[config.mk]
export PLATFORM = sky130hd
export DESIGN_NAME = keypad_scan
export DESIGN_NICKNAME = d
export VERILOG_FILES = /design/src/rtl/keypad_pkg.sv /design/src/rtl/scan_tick_gen.sv /design/src/rtl/keypad_scan.sv
export SDC_FILE = /design/constraint.sdc
export NUM_CORES = 1
export LEC_CHECK = 0
export BUFFER_PORTS_ARGS = -buffer_cell sky130_fd_sc_hd__buf_4
export CORE_AREA = 2 2 76 60
export DETAILED_ROUTE_END_ITERATION = 16
export DIE_AREA = 0 0 78 62
export PLACE_DENSITY = 0.72
export SLEW_MARGIN = 20
export SYNTH_ARGS = -nofsm -noshare
export SYNTH_HDL_FRONTEND = slang
export SYNTH_SLANG_ARGS = --single-unit
[constraint.sdc]
create_clock -name fin -period 3.4 [get_ports fin]
set_clock_uncertainty 0.2 [all_clocks]
set_input_delay 0.34 -clock fin [delete_from_list [all_inputs] [get_ports fin]]
set_output_delay 0.34 -clock fin [all_outputs]
set_load 0.02 [all_outputs]
[src/rtl/keypad_pkg.sv]
// Shared types and helpers for the 4x4 matrix keypad scanner.
// The column pattern helper is shared with the multiplexed display driver.
package keypad_pkg;

  localparam int ROWS = 4;
  localparam int COLS = 4;

  typedef enum logic [1:0] {
    SCAN     = 2'd0,
    DEBOUNCE = 2'd1,
    HOLD     = 2'd2
  } kp_state_t;

  // Active-low one-hot pattern with only column idx driven low.
  function automatic logic [COLS-1:0] col_onehot_n(input logic [1:0] idx);
    logic [COLS-1:0] pat;
    pat      = '1;
    pat[idx] = 1'b0;
    return pat;
  endfunction

endpackage

[src/rtl/scan_tick_gen.sv]
// Free-running divider that emits a one-cycle enable pulse every 2**DIV_BITS clocks.
// Used as a clock-enable so every consumer stays on the single system clock.
module scan_tick_gen #(
  parameter int DIV_BITS = 14
) (
  input  logic fin,
  input  logic rst,
  output logic tick_o
);

  logic [DIV_BITS-1:0] count_q;

  always_ff @(posedge fin or posedge rst) begin
    if (rst) begin
      count_q <= '0;
    end else begin
      count_q <= count_q + 1'b1;
    end
  end

  assign tick_o = &count_q;

endmodule

[src/rtl/keypad_scan.sv]
// 4x4 matrix keypad scanner: walks an active-low column, debounces presses and releases,
// and reports the accepted key as {row, col} with a one-cycle valid strobe.
module keypad_scan
  import keypad_pkg::*;
#(
  parameter int DIV_BITS  = 14,
  parameter int DEB_TICKS = 4
) (
  input  logic       fin,
  input  logic       rst,
  input  logic [3:0] row_n,
  output logic [3:0] col_n,
  output logic [3:0] key_code,
  output logic       key_valid,
  output logic       key_down
);

  localparam int CW = $clog2(DEB_TICKS + 1);
  localparam logic [CW-1:0] DEB_LAST = CW'(DEB_TICKS - 1);

  logic            tick;
  logic [3:0]      rowsMeta_q, rowsSync_q;
  kp_state_t       state_q, state_d;
  logic [1:0]      colIdx_q, colIdx_d;
  logic [1:0]      candRow_q, candRow_d;
  logic [CW-1:0]   debCnt_q, debCnt_d;
  logic [CW-1:0]   relCnt_q, relCnt_d;
  logic [3:0]      keyCode_q, keyCode_d;
  logic            keyValid_q, keyValid_d;
  logic            keyDown_q, keyDown_d;
  logic            hit;
  logic [1:0]      hitRow;

  scan_tick_gen #(.DIV_BITS(DIV_BITS)) u_tick (
    .fin    (fin),
    .rst    (rst),
    .tick_o (tick)
  );

  // Rows come straight off the board pins, so they are synchronised before any decision.
  always_ff @(posedge fin or posedge rst) begin
    if (rst) begin
      rowsMeta_q <= 4'b1111;
      rowsSync_q <= 4'b1111;
    end else begin
      rowsMeta_q <= row_n;
      rowsSync_q <= rowsMeta_q;
    end
  end

  // Lowest low row wins when several keys share the driven column.
  always_comb begin
    hit    = ~&rowsSync_q;
    hitRow = 2'd0;
    for (int r = ROWS - 1; r >= 0; r--) begin
      if (!rowsSync_q[r]) hitRow = 2'(r);
    end
  end

  always_ff @(posedge fin or posedge rst) begin
    if (rst) begin
      state_q    <= SCAN;
      colIdx_q   <= 2'd0;
      candRow_q  <= 2'd0;
      debCnt_q   <= '0;
      relCnt_q   <= '0;
      keyCode_q  <= 4'd0;
      keyValid_q <= 1'b0;
      keyDown_q  <= 1'b0;
    end else begin
      state_q    <= state_d;
      colIdx_q   <= colIdx_d;
      candRow_q  <= candRow_d;
      debCnt_q   <= debCnt_d;
      relCnt_q   <= relCnt_d;
      keyCode_q  <= keyCode_d;
      keyValid_q <= keyValid_d;
      keyDown_q  <= keyDown_d;
    end
  end

  // Counters only advance up to DEB_TICKS before the state is left, so they never wrap.
  always_comb begin
    state_d    = state_q;
    colIdx_d   = colIdx_q;
    candRow_d  = candRow_q;
    debCnt_d   = debCnt_q;
    relCnt_d   = relCnt_q;
    keyCode_d  = keyCode_q;
    keyValid_d = 1'b0;
    keyDown_d  = keyDown_q;
    case (state_q)
      SCAN: begin
        if (tick) begin
          if (hit) begin
            candRow_d = hitRow;
            if (DEB_TICKS == 1) begin
              debCnt_d   = '0;
              keyCode_d  = {hitRow, colIdx_q};
              keyValid_d = 1'b1;
              keyDown_d  = 1'b1;
              relCnt_d   = '0;
              state_d    = HOLD;
            end else begin
              debCnt_d = CW'(1);
              state_d  = DEBOUNCE;
            end
          end else begin
            colIdx_d = colIdx_q + 2'd1;
          end
        end
      end
      DEBOUNCE: begin
        if (tick) begin
          if (hit && (hitRow == candRow_q)) begin
            if (debCnt_q >= DEB_LAST) begin
              debCnt_d   = '0;
              keyCode_d  = {candRow_q, colIdx_q};
              keyValid_d = 1'b1;
              keyDown_d  = 1'b1;
              relCnt_d   = '0;
              state_d    = HOLD;
            end else begin
              debCnt_d = debCnt_q + CW'(1);
            end
          end else begin
            debCnt_d = '0;
            colIdx_d = colIdx_q + 2'd1;
            state_d  = SCAN;
          end
        end
      end
      HOLD: begin
        if (tick) begin
          if (hit) begin
            relCnt_d = '0;
          end else if (relCnt_q >= DEB_LAST) begin
            relCnt_d  = '0;
            keyDown_d = 1'b0;
            colIdx_d  = colIdx_q + 2'd1;
            state_d   = SCAN;
          end else begin
            relCnt_d = relCnt_q + CW'(1);
          end
        end
      end
      default: begin
        state_d  = SCAN;
        colIdx_d = 2'd0;
        debCnt_d = '0;
        relCnt_d = '0;
      end
    endcase
  end

  assign col_n     = col_onehot_n(colIdx_q);
  assign key_code  = keyCode_q;
  assign key_valid = keyValid_q;
  assign key_down  = keyDown_q;

endmodule

==> results of run 1 <==
worst max path at each step:
stage                              to  cells after the start               from
final                     debCnt_q[2]                      6  u_tick.count_q[0]
after global routing      debCnt_q[2]                      6  u_tick.count_q[0]
after floorplan           key_code[0]                      6      rowsSync_q[1]
after detailed placement  debCnt_q[2]                      6  u_tick.count_q[0]
after CTS                 debCnt_q[2]                      6  u_tick.count_q[0]
after global placement    debCnt_q[2]                      6  u_tick.count_q[0]
sequential cells by signal (all words and copies together), names as in the netlist, 3 cells and up:
name,count
rowsSync_q,4
key_code,4
relCnt_q,3
debCnt_q,3
rowsMeta_q,4
u_tick.count_q,14
power groups by stage:
stage | sequential, mW | clock (mW) | combinational, mW
detailed placement | 0.497 | 0 | 0.0221
floorplan | 0.496 | 0 | 0.0133
global placement | 0.497 | 0 | 0.0218
global route | 0.489 | 0.322 | 0.0298
CTS | 0.488 | 0.301 | 0.0265
finish | 0.488 | 0.286 | 0.0256
cells in the mapped netlist (2+ instances only):
| cell | count |
|---|---|
| sky130_fd_sc_hd__nor3_1 | 2 |
| sky130_fd_sc_hd__o21a_1 | 2 |
| sky130_fd_sc_hd__xnor2_1 | 7 |
| sky130_fd_sc_hd__inv_1 | 18 |
| sky130_fd_sc_hd__dfstp_2 | 8 |
| sky130_fd_sc_hd__clkbuf_1 | 3 |
| sky130_fd_sc_hd__mux2i_1 | 3 |
| sky130_fd_sc_hd__nand2_1 | 18 |
| sky130_fd_sc_hd__nand2b_1 | 3 |
| sky130_fd_sc_hd__dfrtp_1 | 32 |
| sky130_fd_sc_hd__xor2_1 | 5 |
| sky130_fd_sc_hd__a21oi_1 | 3 |
| sky130_fd_sc_hd__nor2_1 | 6 |
| sky130_fd_sc_hd__nand3_1 | 8 |
| sky130_fd_sc_hd__or4_1 | 2 |
| sky130_fd_sc_hd__o31ai_1 | 2 |
| sky130_fd_sc_hd__mux2_1 | 3 |
| sky130_fd_sc_hd__ha_1 | 9 |
| sky130_fd_sc_hd__o21ai_1 | 7 |
| sky130_fd_sc_hd__nand4_1 | 2 |
| sky130_fd_sc_hd__mux2_4 | 4 |
| sky130_fd_sc_hd__nor2_2 | 2 |
| sky130_fd_sc_hd__and4_1 | 3 |
| sky130_fd_sc_hd__o22ai_1 | 3 |
stage by stage:
stage	hold WS, ns	cells	power (mW)	area, sq um	util
3_5_place_dp	0.147	244	0.519	2130	0.506
3_3_place_gp	0.146	244	0.519	2130	0.506
4_1_cts	0.157	257	0.816	2260	0.537
5_1_grt	0.162	257	0.840	2260	0.537
6_report	0.156	257	0.800	2260	0.537
2_1_floorplan	0.144	175	0.509	1960	-
cells by family after synthesis:
logic type,after synthesis,synth area share
buffers and inverters,22,0.0460
DFF,40,0.517
xor gates and xnor gates,12,0.0537
AOI/OAI and AO/OA,26,0.0921
adders and majority gates,9,0.0575
muxes,10,0.0633
and+or+nand+nor,56,0.171
cell usage in the layout, fill, tap and decap left out, types with 6 or more instances in the layout:
master	instances
sky130_fd_sc_hd__nand3_1	8
sky130_fd_sc_hd__xnor2_1	7
sky130_fd_sc_hd__ha_1	9
sky130_fd_sc_hd__inv_1	18
sky130_fd_sc_hd__nor2_1	6
sky130_fd_sc_hd__dfstp_2	8
sky130_fd_sc_hd__dfrtp_1	32
sky130_fd_sc_hd__buf_4	16
sky130_fd_sc_hd__nand2_1	18
sky130_fd_sc_hd__o21ai_1	7
layer usage:
metal | track usage | share of wire | vias up
met2 | 0.216 | 0.41 | 23
li1 | - | - | 652
met3 | 0.0390 | 0.043 | 2
met4 | 0.0376 | 0.0037 | 0
met5 | 0 | 0 | -
met1 | 0.201 | 0.54 | 585
layout make-up:
type	count	share of cell area
flip-flops and latches	40	0.448
multi-input cells	113	0.379
repair buffers	21	0.0754
clock buffers	7	0.0338
well taps	57	0.0316
inverters	18	0.0299
clock inverters	1	0.00222
worst max-delay path, stage by stage, from the launching register on:
cell and delay [ns]:
sky130_fd_sc_hd__dfrtp_1 0.37, sky130_fd_sc_hd__ha_1 0.21, sky130_fd_sc_hd__and4_1 0.32, sky130_fd_sc_hd__nor4b_4 0.50, sky130_fd_sc_hd__o22ai_1 0.20, sky130_fd_sc_hd__or4_1 0.45, sky130_fd_sc_hd__o21ai_1 0.14
what timing repair did:
action,in CTS,in global routing
endpoints found under the hold margin,33,0
gates resized for setup,0,0
hold buffers,5,0
==> flow_metrics.env, run 1 <==
export IMPL_port_buffers=15
export IMPL_flow_area_growth_from_synthesis_pct=15.3
export IMPL_post_cts_repair_setup_buffers=0
export IMPL_initial_utilization=0.465
export IMPL_total_leakage_power_nw=1.04
export IMPL_timing_critical_path_required_ns=3.40
export IMPL_first_global_vias=1159
export IMPL_ff_latch_area_sq_um=1010
export IMPL_synth_top_cell_area_share=0.409
export IMPL_hold_depth=0
export IMPL_drive_gt1_frac=0.205
export IMPL_synth_area_top_cells="sky130_fd_sc_hd__dfrtp_1 (41%), sky130_fd_sc_hd__dfstp_2 (11%), sky130_fd_sc_hd__ha_1 (5.8%)"
export IMPL_endpoint_kind="flop"
export IMPL_post_synthesis_net_count=190
export IMPL_path_class="flop to flop"
export IMPL_synth_enable_flop_cells=0
export IMPL_globalplace_congestion=0.772
export IMPL_wire_length_of_the_first_global_routing_pass_mm=5.29
export IMPL_synthesis_yosys_warnings=0
export IMPL_power_ir_vdd_worst_mv=0.255
export IMPL_p_int_mw=0.640
export IMPL_yosysSeqAreaShare=0.517
export IMPL_post_route_drc_count=0
export IMPL_rsz0062_at_grt="no"
export IMPL_insertedDiodeCount=0
export IMPL_path_clk_slew_ns=0.07
export IMPL_p_sw_mw=0.160
export IMPL_drt_wl_cell_um=11.6
export IMPL_floorplan_die_width_um=78
export IMPL_combinationalPowerShare=0.032
export IMPL_slew_violations=0
export IMPL_slew_headroom=0.627
export IMPL_setup_total_negative_slack_ns=0
export IMPL_critical_path_max_fanout=9
export IMPL_swShare=0.200
export IMPL_die_height_um=62
export IMPL_final_min_clock_period_ns=2.48
export IMPL_layout_setup_ws_ns=0.925
export IMPL_rrSetupSlack_ns=0.92
export IMPL_vias_per_cell=4.91
export IMPL_power_density_nw_per_um2=354
export IMPL_worstRegToRegCells=6
export IMPL_insertion_delay_ns=0.28
export IMPL_via_count=1262
export IMPL_drt_first_pass_iters=4
export IMPL_synth_seq_cells=40
export IMPL_multiInputGateArea_sq_um=856
export IMPL_synthesis_area_per_instance_sq_um=11.2
export IMPL_drt_iter0_markers=58
export IMPL_synth_cells=175
export IMPL_arrival_ns=2.48
export IMPL_power_share_sequential=0.611
export IMPL_power_share_clock=0.357
export IMPL_crit_reg2reg_launch="u_tick.count_q[0]"
export IMPL_final_min_period_over_clock_period=0.728
export IMPL_worstReg2RegEnd="debCnt_q[2]"
export IMPL_post_dp_hpwl_mm=2.18
export IMPL_clock_tree_root_cell="sky130_fd_sc_hd__clkbuf_8"
export IMPL_maxCapViolations=0
export IMPL_design_final_nets=214
export IMPL_finalSetupViolCount=0
export IMPL_count_of_clock_tree_sinks=40
export IMPL_fp_row_count=21
export IMPL_actual_transition_at_the_worst_max_transition_pin_ns=0.558
export IMPL_globalRouteOverflowTotal=0
export IMPL_hold_path_class="flop to flop"
export IMPL_report_final_hold_viol_count=0
export IMPL_post_synth_design_cell_area_sq_um=1960
export IMPL_ctsLongestPathBuffers=2
export IMPL_fill_cells=382
export IMPL_globalRouteTotalUtil=0.141
export IMPL_run_status="complete, no violations"
export IMPL_synth_cell_types=44
export IMPL_synth_async_reset_ratio=1.00
export IMPL_fp_dieArea_sq_um=4840
export IMPL_core_area_sq_um=4200
export IMPL_worstSetupStartpointType="flop"
export IMPL_cts_inserted_buffers=5
export IMPL_synth_ff_type="sky130_fd_sc_hd__dfrtp_1"
export IMPL_min_delay_start="rowsMeta_q[2]"
export IMPL_synth_largest_area_cell="sky130_fd_sc_hd__dfrtp_1"
export IMPL_ant_nets=0
export IMPL_grt_antenna_before_repair=0
export IMPL_largest_net_degree_at_the_start_of_global_routing=41
export IMPL_hold_path_end="rowsSync_q[2]"
export IMPL_io_pin_count=16
export IMPL_drt_wl_total_mm=2.98
export IMPL_cts_tree="built"
export IMPL_placement_setup_worst_slack_ns=0.936
export IMPL_fmaxAchievable_mhz=404
export IMPL_cts_htree_levels=2
Power figures use the tool's default switching activity.
==> inputs of run 2 (changes only) <==
--- a/config.mk
+++ b/config.mk
@@ -5,11 +5,12 @@
 export SDC_FILE = /design/constraint.sdc
 export NUM_CORES = 1
 export LEC_CHECK = 0
+export ABC_AREA = 1
 export BUFFER_PORTS_ARGS = -buffer_cell sky130_fd_sc_hd__buf_4
-export CORE_AREA = 2 2 76 60
+export CORE_AREA = 2 2 77 60
 export DETAILED_ROUTE_END_ITERATION = 16
-export DIE_AREA = 0 0 78 62
-export PLACE_DENSITY = 0.72
+export DIE_AREA = 0 0 79 62
+export PLACE_DENSITY = 0.73
 export SLEW_MARGIN = 20
 export SYNTH_ARGS = -nofsm -noshare
 export SYNTH_HDL_FRONTEND = slang
==> constraint.sdc (replaced) <==
create_clock -name fin -period 2.4 [get_ports fin]
set_clock_uncertainty 0.2 [all_clocks]
set_input_delay 0.24 -clock fin [delete_from_list [all_inputs] [get_ports fin]]
set_output_delay 0.24 -clock fin [all_outputs]
set_load 0.02 [all_outputs]
==> flow_metrics.env, run 2 <==
export IMPL_run_status="complete, no violations"
export IMPL_count_of_clock_tree_sinks=40
export IMPL_endpoint_kind="flop"
export IMPL_cts_inserted_buffers=5
export IMPL_core_area_sq_um=4260
export IMPL_globalplace_congestion=0.892
export IMPL_drt_iter0_markers=73
export IMPL_post_cts_repair_setup_buffers=0
export IMPL_critical_path_max_fanout=4
export IMPL_yosys_cell_count_top_type="sky130_fd_sc_hd__nand2_1"
export IMPL_slew_violations=0
export IMPL_cp_startpoint="debCnt_q[0]"
export IMPL_design_final_nets=262
export IMPL_actual_transition_at_the_worst_max_transition_pin_ns=0.487
export IMPL_final_common_cell="sky130_fd_sc_hd__nand2_1"
export IMPL_flow_area_growth_from_synthesis_pct=16.6
export IMPL_finalSetupViolCount=0
export IMPL_globalRouteOverflowTotal=0
export IMPL_drt_wl_cell_um=10.6
export IMPL_timing_critical_path_required_ns=2.43
export IMPL_ctsLongestPathBuffers=2
export IMPL_final_core_utilization=0.550
export IMPL_post_dp_hpwl_mm=2.41
export IMPL_post_route_drc_count=0
export IMPL_worstSetupStartpointType="flop"
export IMPL_drt_wl_total_mm=3.24
export IMPL_arrival_ns=1.97
export IMPL_floorplan_die_width_um=79
export IMPL_synth_common_cells="sky130_fd_sc_hd__nand2_1 (60), sky130_fd_sc_hd__dfrtp_1 (32), sky130_fd_sc_hd__inv_1 (29), sky130_fd_sc_hd__nor2_1 (15), sky130_fd_sc_hd__nand3_1 (14)"
export IMPL_report_final_hold_viol_count=0
export IMPL_synth_area_top_cells="sky130_fd_sc_hd__dfrtp_1 (40%), sky130_fd_sc_hd__nand2_1 (11%), sky130_fd_sc_hd__dfstp_2 (10%)"
export IMPL_final_min_clock_period_ns=1.94
export IMPL_drt_first_pass_iters=4
export IMPL_die_height_um=62
export IMPL_synth_cells=219
export IMPL_power_ir_vdd_worst_mv=0.232
export IMPL_synth_largest_area_cell="sky130_fd_sc_hd__dfrtp_1"
export IMPL_path_clk_slew_ns=0.07
export IMPL_fin_cells=305
export IMPL_top_register="u_tick.count_q"
export IMPL_min_delay_start="rowsMeta_q[1]"
export IMPL_final_min_period_over_clock_period=0.807
export IMPL_synth_async_reset_ratio=1.00
export IMPL_vias_per_cell=4.66
export IMPL_clock_tree_root_cell="sky130_fd_sc_hd__clkbuf_8"
export IMPL_synth_top_cell_area_share=0.399
export IMPL_crit_reg2reg_launch="debCnt_q[0]"
export IMPL_globalRouteTotalUtil=0.156
export IMPL_layout_cells_most_common_list="sky130_fd_sc_hd__nand2_1 (60), sky130_fd_sc_hd__dfrtp_1 (32), sky130_fd_sc_hd__inv_1 (29)"
export IMPL_cts_tree="built"
export IMPL_path_class="flop to flop"
export IMPL_rrSetupSlack_ns=0.46
export IMPL_maxCapViolations=0
export IMPL_initial_utilization=0.471
export IMPL_worstRegToRegCells=11
export IMPL_hold_path_end="rowsSync_q[1]"
export IMPL_rsz0062_at_grt="no"
export IMPL_fmaxAchievable_mhz=516
export IMPL_port_buffers=15
export IMPL_grt_antenna_before_repair=0
export IMPL_fp_row_count=21
export IMPL_synthesis_yosys_warnings=0
export IMPL_hold_path_class="flop to flop"
export IMPL_post_synthesis_net_count=234
export IMPL_post_synth_design_cell_area_sq_um=2010
export IMPL_ant_nets=0
export IMPL_slew_headroom=0.675
export IMPL_wire_length_of_the_first_global_routing_pass_mm=5.74
export IMPL_insertedDiodeCount=0
export IMPL_insertion_delay_ns=0.29
export IMPL_synth_ff_type="sky130_fd_sc_hd__dfrtp_1"
export IMPL_drive_gt1_frac=0.218
export IMPL_largest_net_degree_at_the_start_of_global_routing=41
export IMPL_cts_repair_resized=0
export IMPL_fp_dieArea_sq_um=4900
export IMPL_number_of_flip_flops_under_the_largest_register_name=14
export IMPL_worstReg2RegEnd="debCnt_q[0]"
export IMPL_placedCellCount=292
export IMPL_power_density_nw_per_um2=507
export IMPL_yosysSeqAreaShare=0.504
export IMPL_synth_cell_types=24
export IMPL_first_global_vias=1321
export IMPL_setup_total_negative_slack_ns=0
export IMPL_total_leakage_power_nw=1.17
export IMPL_cts_htree_levels=2
export IMPL_synthesis_area_per_instance_sq_um=9.16
export IMPL_hold_depth=0
export IMPL_synth_enable_flop_cells=0
export IMPL_via_count=1420
export IMPL_io_pin_count=16
export IMPL_synth_seq_cells=40
run 2: layer usage:
metal / vias up / track usage / share of wire
met5: - / 0 / 0
met4: 0 / 0.0887 / 0.014
met3: 6 / 0.0448 / 0.047
met2: 32 / 0.222 / 0.42
met1: 633 / 0.218 / 0.52
li1: 749 / - / -
run 2: worst max-delay path by stage:
| stage | to | slack (ns) | depth (start not counted) |
|---|---|---|---|
| floorplan | debCnt_q[0] | 0.73 | 11 |
| global placement | debCnt_q[0] | 0.52 | 11 |
| detailed placement | debCnt_q[0] | 0.47 | 11 |
| CTS | debCnt_q[0] | 0.45 | 11 |
| global route | debCnt_q[0] | 0.29 | 11 |
| finish | debCnt_q[0] | 0.46 | 11 |
run 2: layout make-up:
class | instances | area, sq um
fill | 407 | 1920
sequential | 40 | 1010
multi-input combinational | 149 | 883
timing repair buffer | 21 | 170
inverter | 30 | 113
clock buffer | 6 | 82.6
tap | 57 | 71.3
clock inverter | 2 | 10.0
run 2: worst max-delay path, stage by stage (launching register included):
cell and delay [ns]:
sky130_fd_sc_hd__dfrtp_1 0.42, sky130_fd_sc_hd__ha_1 0.21, sky130_fd_sc_hd__ha_1 0.18, sky130_fd_sc_hd__inv_1 0.06
sky130_fd_sc_hd__nand3_1 0.10, sky130_fd_sc_hd__nor2_1 0.19, sky130_fd_sc_hd__inv_1 0.06, sky130_fd_sc_hd__nor2_1 0.22
sky130_fd_sc_hd__nand2_1 0.08, sky130_fd_sc_hd__nand2_1 0.06, sky130_fd_sc_hd__nand2_1 0.04, sky130_fd_sc_hd__nand2_1 0.06
run 2: kinds of logic after synthesis:
| kind of cell | count (synthesis) | share of synthesized area |
|---|---|---|
| AO/OA/AOI/OAI | 11 | 0.0349 |
| XOR/XNOR | 11 | 0.0480 |
| adder cells (fa/ha/maj) | 9 | 0.0561 |
| buffers and inverters | 30 | 0.0561 |
| flip-flops | 40 | 0.504 |
| AND/OR/NAND/NOR | 118 | 0.301 |
run 2: timing repair:
| item | in CTS | in global routing |
|---|---|---|
| hold buffers | 5 | 0 |
| endpoints found under the hold margin | 36 | 0 |
| setup endpoints to repair | 0 | 0 |
run 2: through the flow:
| step | setup WS [ns] | instance area, sq um | total power, mW | hold slack, ns |
|---|---|---|---|---|
| 6_report | 0.464 | 2340 | 1.19 | 0.156 |
| 5_1_grt | 0.294 | 2340 | 1.24 | 0.166 |
| 4_1_cts | 0.448 | 2340 | 1.20 | 0.160 |
| 3_5_place_dp | 0.467 | 2200 | 0.735 | 0.148 |
| 3_3_place_gp | 0.518 | 2200 | 0.735 | 0.147 |
| 2_1_floorplan | 0.730 | 2010 | 0.721 | 0.0445 |
run 2: where the power goes:
group	internal (mW)	switching, mW
clock	0.229	0.229
sequential	0.686	0.00278
combinational	0.0149	0.0241
total	0.930	0.256
==> inputs of run 3 (changes only) <==
==> constraint.sdc (replaced) <==
create_clock -name fin -period 1.8 [get_ports fin]
set_clock_uncertainty 0.2 [all_clocks]
set_input_delay 0.18 -clock fin [delete_from_list [all_inputs] [get_ports fin]]
set_output_delay 0.18 -clock fin [all_outputs]
set_load 0.02 [all_outputs]
==> flow_metrics.env, run 3 (synthesized netlist as in run 2, its figures left out) <==
export IMPL_post_dp_hpwl_mm=2.45
export IMPL_actual_transition_at_the_worst_max_transition_pin_ns=0.475
export IMPL_first_global_vias=1272
export IMPL_critical_path_max_fanout=5
export IMPL_drt_wl_cell_um=11.0
export IMPL_port_buffers=15
export IMPL_power_density_nw_per_um2=650
export IMPL_drt_wl_total_mm=3.42
export IMPL_count_of_clock_tree_sinks=40
export IMPL_number_of_flip_flops_under_the_largest_register_name=14
export IMPL_final_min_clock_period_ns=1.75
export IMPL_rsz0062_at_grt="yes"
export IMPL_final_common_cell="sky130_fd_sc_hd__nand2_1"
export IMPL_cts_htree_levels=2
export IMPL_cpPeakStageDelay_ns=0.37
export IMPL_drt_first_pass_iters=4
export IMPL_ctsLongestPathBuffers=2
export IMPL_fmaxAchievable_mhz=571
export IMPL_drt_iter0_markers=70
export IMPL_vias_per_cell=4.70
export IMPL_cell_with_the_largest_stage_delay_on_the_worst_path="sky130_fd_sc_hd__dfrtp_1"
export IMPL_drive_gt1_frac=0.287
export IMPL_path_clk_slew_ns=0.07
export IMPL_placedCellCount=295
export IMPL_maxCapViolations=0
export IMPL_total_leakage_power_nw=1.21
export IMPL_die_height_um=62
export IMPL_arrival_ns=1.73
export IMPL_final_min_period_over_clock_period=0.972
export IMPL_insertion_delay_ns=0.28
export IMPL_fill_cells=378
export IMPL_largest_net_degree_at_the_start_of_global_routing=41
export IMPL_final_core_utilization=0.580
export IMPL_slew_violations=0
export IMPL_cts_inserted_buffers=5
export IMPL_hold_path_class="flop to flop"
export IMPL_timing_critical_path_required_ns=1.78
export IMPL_top_register="u_tick.count_q"
export IMPL_insertedDiodeCount=0
export IMPL_path_common_cell="sky130_fd_sc_hd__nand2_1"
export IMPL_flow_area_growth_from_synthesis_pct=22.9
export IMPL_ant_nets=0
export IMPL_globalRouteOverflowTotal=0
export IMPL_power_ir_vdd_worst_mv=0.692
export IMPL_slew_headroom=0.684
export IMPL_run_status="complete, no violations"
export IMPL_ff_latch_area_sq_um=1010
export IMPL_report_final_hold_viol_count=0
export IMPL_initial_utilization=0.471
export IMPL_clock_tree_root_cell="sky130_fd_sc_hd__clkbuf_8"
export IMPL_fin_cells=311
export IMPL_floorplan_die_width_um=79
export IMPL_wire_length_of_the_first_global_routing_pass_mm=5.56
export IMPL_fin_total_pwr_mw=1.60
export IMPL_globalplace_congestion=0.862
export IMPL_design_final_nets=268
export IMPL_cts_tree="built"
export IMPL_path_class="flop to flop"
export IMPL_finalSetupViolCount=0
export IMPL_grt_antenna_before_repair=0
export IMPL_via_count=1463
export IMPL_fp_row_count=21
export IMPL_post_route_drc_count=0
export IMPL_io_pin_count=16
export IMPL_layout_cells_most_common_list="sky130_fd_sc_hd__nand2_1 (57), sky130_fd_sc_hd__dfrtp_1 (32), sky130_fd_sc_hd__inv_1 (27)"
export IMPL_endpoint_kind="flop"
export IMPL_core_area_sq_um=4260
export IMPL_worstSetupStartpointType="flop"
export IMPL_multiInputGateArea_sq_um=957
export IMPL_timing_critical_path_cells="ha_2, nand2_1, nor2_4, nand4_4, a21oi_4, nand3_2, nand2_1, nand2_1"
export IMPL_globalRouteTotalUtil=0.150
export IMPL_fp_dieArea_sq_um=4900
[run 3: area by class of cell]
type	instances	share of cell area
flip-flops and latches	40	0.410
inverters	30	0.0456
multi-input cells	149	0.388
repair buffers	27	0.0872
well taps	57	0.0289
clock buffers	8	0.0406
[run 3: final timing paths]
check / start / end / slack [ns] / cells after the start
min in group asynchronous: rst / relCnt_q[1] / 0.36 / 4
min reg2reg: rowsMeta_q[2] / rowsSync_q[2] / 0.16 / 0
max in group asynchronous: rst / rowsSync_q[2] / 0.68 / 4
max reg2reg: u_tick.count_q[0] / state_q[0] / 0.05 / 8
max: u_tick.count_q[0] / state_q[0] / 0.05 / 8
min: rowsMeta_q[2] / rowsSync_q[2] / 0.16 / 0
[run 3: routing by layer]
layer	wire, um	share of wire	up-vias	global-route usage
met5	0	0	-	0
met4	43	0.013	0	0.0591
met3	156	0.046	5	0.0347
met2	1510	0.44	30	0.232
met1	1710	0.50	669	0.208
li1	-	-	759	-
[run 3: worst max-delay path: cells and delay by family (launching register included)]
| kind | cells | cell delay (ns) |
|---|---|---|
| AO/OA/AOI/OAI | 1 | 0.26 |
| adder cells (fa/ha/maj) | 1 | 0.19 |
| flip-flops | 1 | 0.37 |
| AND/OR/NAND/NOR | 6 | 0.62 |
[run 3: stage by stage]
step	cell area, sq um	hold slack [ns]	setup slack [ns]	TNS (ns)
after CTS	2380	0.160	0.0174	0
after global placement	2220	0.0894	0.0572	0
final	2470	0.157	0.0496	0
after floorplan	2010	-0.0155	0.130	0
after global routing	2470	0.165	-0.0666	-0.663
after detailed placement	2220	0.0895	-0.0348	-0.0458
[run 3: what timing repair did]
item                                    4_1_cts  5_1_grt
endpoints found under the setup margin        3       18
hold buffers                                  5        0
endpoints found under the hold margin        36        0
setup buffers                                 0        3
pin swaps                                     0       10
gates resized for setup                       2       18
[run 3: where the power goes]
group	leakage (nW)	total, mW	internal [mW]	switching, mW
clock network	0.0515	0.624	0.349	0.274
logic	0.643	0.0612	0.0250	0.0363
registers	0.517	0.918	0.915	0.00355
